==> config.mk <==
export PLATFORM = sky130hd
export DESIGN_NAME = num_bomb_ctrl
export DESIGN_NICKNAME = d
export VERILOG_FILES = /design/src/rtl/num_bomb_ctrl.sv
export SDC_FILE = /design/constraint.sdc
export NUM_CORES = 1
export LEC_CHECK = 0
export ABC_AREA = 1
export CAP_MARGIN = 0
export CELL_PAD_IN_SITES_DETAIL_PLACEMENT = 0
export CELL_PAD_IN_SITES_GLOBAL_PLACEMENT = 1
export CORE_ASPECT_RATIO = 1.1
export CORE_MARGIN = 2
export CORE_UTILIZATION = 30
export DETAILED_ROUTE_END_ITERATION = 8
export HOLD_SLACK_MARGIN = 0.1
export PLACE_DENSITY_LB_ADDON = 0.1
export SYNTH_ARGS = -nofsm -noshare
export SYNTH_HDL_FRONTEND = slang
export SYNTH_SLANG_ARGS = --single-unit
==> constraint.sdc <==
create_clock -name clk_12MHz -period 2.3 [get_ports clk_12MHz]
set_clock_uncertainty 0.2 [all_clocks]
set_input_delay 0.345 -clock clk_12MHz [delete_from_list [all_inputs] [get_ports clk_12MHz]]
set_output_delay 0.345 -clock clk_12MHz [all_outputs]
set_load 0.005 [all_outputs]
==> src/rtl/num_bomb_ctrl.sv <==
// Turn controller for the two-player number-bomb game: arms a secret, validates
// BCD guesses against the live (lo, hi) window, runs the LED sweep and judges.
module num_bomb_ctrl #(
    parameter int unsigned SWEEP_STEPS = 8,
    parameter int unsigned SHOW_TICKS  = 10
) (
    input  logic       clk_12MHz,
    input  logic       reset,
    input  logic       tick,
    input  logic       new_game,
    input  logic       guess_valid,
    input  logic [3:0] guess_tens,
    input  logic [3:0] guess_ones,
    output logic       active_player,
    output logic [6:0] lo,
    output logic [6:0] hi,
    output logic [7:0] led,
    output logic [1:0] result,
    output logic       guess_err,
    output logic       busy,
    output logic       game_over,
    output logic       loser
);

    localparam int unsigned SHOW_W = (SHOW_TICKS > 1) ? $clog2(SHOW_TICKS) : 1;

    typedef enum logic [2:0] {
        IDLE,
        WAIT_GUESS,
        SWEEP,
        JUDGE,
        SHOW,
        OVER
    } state_t;

    state_t            state;
    logic [6:0]        rnd;
    logic [6:0]        secret;
    logic [6:0]        guess_q;
    logic [3:0]        steps_left;
    logic [SHOW_W-1:0] show_cnt;

    logic [7:0]        guess_sum;
    logic              digits_ok;
    logic              in_range;

    // 8-bit sum so out-of-range digits cannot alias into the legal window
    always_comb begin
        guess_sum = {1'b0, guess_tens, 3'b000} + {3'b000, guess_tens, 1'b0}
                  + {4'h0, guess_ones};
        digits_ok = (guess_tens <= 4'd9) && (guess_ones <= 4'd9);
        in_range  = (guess_sum > {1'b0, lo}) && (guess_sum < {1'b0, hi});
    end

    assign busy      = (state == SWEEP) || (state == JUDGE) || (state == SHOW);
    assign game_over = (state == OVER);

    always_ff @(posedge clk_12MHz or posedge reset) begin
        if (reset) begin
            rnd <= 7'd1;
        end else begin
            rnd <= (rnd == 7'd98) ? 7'd1 : rnd + 7'd1;
        end
    end

    always_ff @(posedge clk_12MHz or posedge reset) begin
        if (reset) begin
            state         <= IDLE;
            active_player <= 1'b0;
            lo            <= 7'd0;
            hi            <= 7'd99;
            led           <= 8'hFF;
            result        <= 2'b00;
            guess_err     <= 1'b0;
            loser         <= 1'b0;
            secret        <= 7'd50;
            guess_q       <= '0;
            steps_left    <= '0;
            show_cnt      <= '0;
        end else begin
            guess_err <= 1'b0;
            if (new_game) begin
                secret        <= rnd;
                lo            <= 7'd0;
                hi            <= 7'd99;
                result        <= 2'b00;
                led           <= 8'hFF;
                active_player <= 1'b0;
                steps_left    <= '0;
                show_cnt      <= '0;
                state         <= WAIT_GUESS;
            end else begin
                case (state)
                    WAIT_GUESS: begin
                        if (guess_valid) begin
                            if (digits_ok && in_range) begin
                                guess_q    <= guess_sum[6:0];
                                steps_left <= 4'(SWEEP_STEPS);
                                led        <= 8'hFF;
                                state      <= SWEEP;
                            end else begin
                                guess_err <= 1'b1;
                            end
                        end
                    end
                    SWEEP: begin
                        if (tick) begin
                            if (steps_left == 4'd0) begin
                                led   <= 8'hFF;
                                state <= JUDGE;
                            end else begin
                                led        <= ~(8'd1 << (steps_left - 4'd1));
                                steps_left <= steps_left - 4'd1;
                            end
                        end
                    end
                    JUDGE: begin
                        if (guess_q > secret) begin
                            hi     <= guess_q;
                            result <= 2'b01;
                            state  <= SHOW;
                        end else if (guess_q < secret) begin
                            lo     <= guess_q;
                            result <= 2'b10;
                            state  <= SHOW;
                        end else begin
                            result <= 2'b11;
                            loser  <= active_player;
                            state  <= OVER;
                        end
                        show_cnt <= '0;
                    end
                    SHOW: begin
                        if (tick) begin
                            if (show_cnt == SHOW_W'(SHOW_TICKS - 1)) begin
                                show_cnt      <= '0;
                                result        <= 2'b00;
                                active_player <= ~active_player;
                                state         <= WAIT_GUESS;
                            end else begin
                                show_cnt <= show_cnt + 1'b1;
                            end
                        end
                    end
                    OVER: begin
                        result <= 2'b11;
                    end
                    default: begin
                        state <= IDLE;
                    end
                endcase
            end
        end
    end

endmodule

* Word-level counts from Yosys, hierarchy flattened
Index checks and enable logic that the tools add are counted.
** Word-level totals
- Register bits :: 59
- Input bits :: 13
- Logic and storage cells :: 119
- Output and inout bits :: 29
** Operators by class
- Order comparisons :: 6
- Reduce and logical (&&, ||, !) cells :: 25
- Shift operators :: 1
- Eq/ne operators :: 16
- Mux-type cells :: 48
- Add/subtract/negate cells :: 5
- Bitwise operators :: 5
** Operator list (number)
- $mux 7 :: 8
- $mux 8 :: 5
- $mux 4 :: 8
- $mux 3 :: 7
- $pmux 4 s2 :: 2
- $pmux 8 s2 :: 1
- $ne 3x3->1 const B :: 5
- $pmux 3 s5 :: 1
- $reduce_and 4->1 :: 3
- $reduce_bool 2->1 :: 6
- $mux 1 :: 11
- $reduce_and 3->1 :: 3
- $add 7x5->8 :: 1
- $add 8x4->8 :: 1
- $gt 8x7->1 :: 1
- $le 4x4->1 const B :: 2
- $lt 8x7->1 :: 1
- $mux 2 :: 4
- $not 8->8 :: 1
- $shl 1x4->8 const A :: 1
- $add 7x1->7 const B :: 1
- $eq 7x7->1 const B :: 1
- $gt 7x7->1 :: 1
- $lt 7x7->1 :: 1
- 18 further kinds :: 30

* Depth between registers and ports, before layout
- Word-level depth :: 9
- Depth in mapped cells :: 20
- Depth with buffers taken out :: 20

* Worst setup path after synthesis
Ideal clock, no wire load.
- Kind :: in2reg
- Start point :: input guess_tens[0]
- End point :: register guess_q[1]
- Arrival :: 2.871 ns
- Slack :: -0.888 ns
- Required time :: 1.983 ns
- Stages :: 16
- Path buffers :: 0
- Library setup time :: 0.117 ns
- Path through :: inv_1 > fa_1 > inv_1 > fa_1 > nand3_1 > nand2_1 > xor2_1 > ha_1 > nand3_1 > nor3_1 > nor3_2 > nand3_2 > nor2_4 > nand2_2 > nand2_1 > nand2_1
** On the way
- Longest elaborated chain between the ends :: 6
- Elaborated cells between the ends (all ways) :: 9
- Those cells by class :: add/sub (2); order compare (3); reduce/logical (4)
** RTL lines
- from (decl) :: RTL line 12 : input logic [3:0] guess_tens,
- $add 7x5->8 (*) :: RTL line 49 : guess_sum = {1'b0, guess_tens, 3'b000} + {3'b000, guess_tens, 1'b0}
- $add 8x4->8 (*) :: RTL line 50 : + {4'h0, guess_ones};
- net guess_sum[6] :: RTL line 43 : logic [7:0] guess_sum;
- $gt 8x7->1 / $lt 8x7->1 (equally long branches) :: RTL line 52 : in_range = (guess_sum > {1'b0, lo}) && (guess_sum < {1'b0, hi});
- $logic_and 1x1->1 (*) :: RTL line 52
- $logic_and 1x1->1 (*) :: RTL line 96 : if (digits_ok && in_range) begin
- $reduce_and 4->1 (no line) (*)
- to (signal assigned) :: RTL line 97 : guess_q <= guess_sum[6:0];
- to (decl) :: RTL line 39 : logic [6:0] guess_q;
The timed path passes the listed nets; every way through them passes the cells marked *.
A chain may end at the register's enable or synchronous reset.

* Worst setup path in the final report
- Start point :: input guess_tens[2]
- End point :: register guess_q[4]
The elaborated chain is that of the path after synthesis.

==> metrics.md <==
| Metric | Value |
|---|---|
| Outcome | finished with violations |
| Failing checks | setup timing |
| RePlAce Congestion | 0.764 |
| Leak | around 2.5 nW |
| Critical Path Source Type | input port |
| Synth cell types | 39 |
| Max Root-Sink Buffers | 2 |
| Setup WS post-layout | -0.678 ns |
| Vias post-DR | ~3,200 |
| Cells after Synth | about 450 |
| Placed cell areas | between 4000 and 5000 um2 |
| Number of antenna diodes | 0 |
| First-pass GRT wire length | 15,400 um |
| Slew margin rel. | approximately 70% |
| Data required time of the worst path | about 2.4 ns |
| Io pins | 42 |
| Pre-Repair DR Iteration Count | 4 |
| #FFs+latches synth | 59 |
| Worst EP arrival | approximately 3 ns |
| Detailed placer's ending HPWL | 6820 um |
| Nets | 593 |
| # rows | 42 |
| Syn Std Cell Area | 3660 um2 |
| CTS tree | yes |
| Final period util | 129% |
| CP Capture Type | register |
| Seq/Total Area, Yosys | around two fifths |
| Hold crit path type | input port to async pin |
| Fraction of layout cells with a size suffix above 1 | between 20% and 30% |
| TritonCTS Buffers | 9 |
| Clk slew on worst S/H paths | roughly 0.050 ns |
| Starting Density | about 31% |
| Pin count of the biggest net entering global routing | 60 |
| Top cell type's share of synthesized area | ~29% |
| Area contributors post-synth | dfrtp_1 (29%), ha_1 (12%), dfstp_2 (11%), nand2_1 (11%), inv_1 (7.7%) |
| Core area | ~12,000 um2 |
| Final Util | between 40% and 50% |
| Hold buffers post-CTS | 0 |
| Port bufs | 41 |
| Final antenna-violating net count | 0 |
| Area Overhead vs Synth | 40.4% |
| Pre-CTS setup slack | -1.67 ns |
| Tmin final | about 3 ns |
| Syn avg cell area | between 8 and 9 um2 |
| Fmax | between 300 and 400 MHz |
| DIE WIDTH | roughly 110 um |
| Clk_lat worst skew | roughly 0.32 ns |
| Final instance area | just over 5000 um2 |
| Routed wire per std cell | between 10 and 15 um |
| Final number of setup-violating endpoints | 22 |
| # DRC | 0 |
| Least-Margin Pin Slew | 0.418 ns |
| PwrDens | between 900 and 1000 nW/um2 |
| Crit path kind | input port to register |
| Power Total | ~0.0049 W |
| Htree depth | 3 |
| Worst vdd ir | ~0.56 mV |
| Final hold slack | roughly 0.21 ns |
| Hold Vio Cnt, Final | 0 |
| Syn_nets | around 500 |
| Chip height | 120 um |
| Initial antenna violation count | 0 |
| RSZ-0062 raised after global routing | true |
| Yosys warnings | 0 |
| Vias in the first global route | 3,203 |
| Final WL | just over 9000 um |
| Vias per Instance | about 4.5 |
| DR iter-0 viols | 110 |
| Clk root buf | clkbuf_16 |
| Yosys top cell by area | dfrtp_1 |
| TritonCTS Sinks | 59 |
| MaxCap Viol Count | 0 |
| Pins Over Slew Limit | 0 |
| Crit path max fanout | 6 |
| Die area | 13,100 um2 |
| GRT Residual Overflow | 0 |
| Global-route usage over all layers | 15.0% |
[worst max-delay path, cell delays in order]
cell and delay (ns):
buf_8 0.08, inv_4 0.03, fa_1 0.55, inv_2 0.06, ha_4 0.15, a21o_1 0.16
a31oi_2 0.17, xor2_1 0.19, inv_2 0.09, ha_4 0.29, nand2_4 0.05, inv_2 0.04
nand2_2 0.04, nand2_2 0.05, nand2_2 0.05, nand2_2 0.08, nand3_4 0.13, nor2_4 0.20
buf_6 0.16, nand3_2 0.06, nand2_1 0.07
[logic make-up after synthesis]
family                     after synthesis  synth area share [%]
AOI/OAI and AO/OA                       59                  9.62
xor gates and xnor gates                 5                  1.20
DFF                                     59                  40.9
buffers and inverters                   89                  9.69
and+or+nand+nor                        201                  25.2
adders and majority gates               38                  13.4
[cell usage after synthesis]
cell type	n
xnor2_1	2
o211ai_1	1
inv_1	75
inv_2	8
o22ai_2	1
dfrtp_1	43
nand2_1	110
nand3_2	3
fa_1	2
ha_1	36
nor2_2	4
o22ai_1	10
and3_1	1
a22oi_1	1
nor3_1	5
nand3_1	24
o21a_1	2
a31oi_1	2
a31oi_2	1
nand2_4	1
buf_4	1
o21ai_1	2
buf_2	1
nand4_1	18
clkbuf_1	2
o32ai_2	1
xor2_1	3
nor2_4	2
buf_6	2
dfstp_2	16
a21o_1	2
a21oi_1	16
nor3b_1	1
nor2_1	25
nor3_2	2
or2_2	2
nand2_2	2
nand3b_1	1
o21ai_0	20
[path summary, 6_finish.rpt]
| check | startpoint | endpoint | slack [ns] | cells after the start |
|---|---|---|---|---|
| setup / recovery | guess_tens[2] | guess_q[4] | -0.68 | 21 |
| hold / removal | reset | rnd[1] | 0.21 | 3 |
| setup reg to reg | hi[1] | guess_q[4] | 0.10 | 14 |
| hold reg to reg | led[6] | led[6] | 0.26 | 2 |
| max in group asynchronous | reset | led[7] | 1.38 | 3 |
| min in group clk_12MHz | led[6] | led[6] | 0.26 | 2 |
[metal layers]
| metal | GRT usage [%] | share of wire (%) | routed length [um] |
|---|---|---|---|
| met3 | 2.99 | 3.0 | 270 |
| met2 | 24.7 | 48 | 4350 |
| met4 | 5.46 | 1.7 | 157 |
| met1 | 19.4 | 47 | 4270 |
| met5 | 0 | 0 | 0 |
[metrics by stage]
stage,instances,TNS (ns)
after floorplan,451,-15.77
after global placement,675,-34.19
after detailed placement,675,-35.46
after CTS,697,-15.27
after global routing,701,-18.47
final,701,-13.91
[state kept, by name (all words and copies together), names as in the netlist]
signal / count
rnd: 7
guess_err: 1
led: 8
loser: 1
show_cnt: 4
secret: 7
hi: 7
steps_left: 4
result: 2
active_player: 1
guess_q: 7
state: 3
lo: 7
[cells in the final DEF, fill, tap and decap left out, drive strengths merged, types with 2 or more instances in the layout]
| cell type | n |
|---|---|
| o21ai | 22 |
| clkbuf | 13 |
| o21a | 2 |
| nand4 | 18 |
| a31oi | 3 |
| nor3 | 7 |
| o22ai | 11 |
| inv | 83 |
| a21oi | 16 |
| nand2 | 114 |
| dfrtp | 43 |
| ha | 36 |
| dlygate4sd2 | 3 |
| a21o | 2 |
| buf | 47 |
| xnor2 | 2 |
| fa | 2 |
| xor2 | 3 |
| dfstp | 16 |
| clkinv | 3 |
| clkdlybuf4s50 | 34 |
| nor2 | 31 |
| or2 | 2 |
| nand3 | 27 |
[what timing repair did]
action | in CTS | in global routing
pin swaps | 37 | 17
gates resized for setup | 53 | 35
setup buffers | 5 | 4
cloned | 1 | 0
setup endpoints to repair | 23 | 32
[report_power, final]
part | total (W) | switching, W | leakage (nW) | internal (W)
clock network | 0.00120 | 0.000451 | 0.133 | 0.000752
logic | 0.00220 | 0.00119 | 1.60 | 0.00101
registers | 0.00151 | 0.000199 | 0.740 | 0.00132
total | 0.00492 | 0.00184 | 2.47 | 0.00307
[layout make-up]
type                    instances  area, um2
multi-input cells             304       2080
flip-flops and latches         59       1500
clock inverters                 3       15.0
inverters                      83        322
fillers                      1177       6850
clock buffers                  13        250
well taps                     154        193
repair buffers                 85        777
Note: power is estimated with default switching activity, not from simulation.
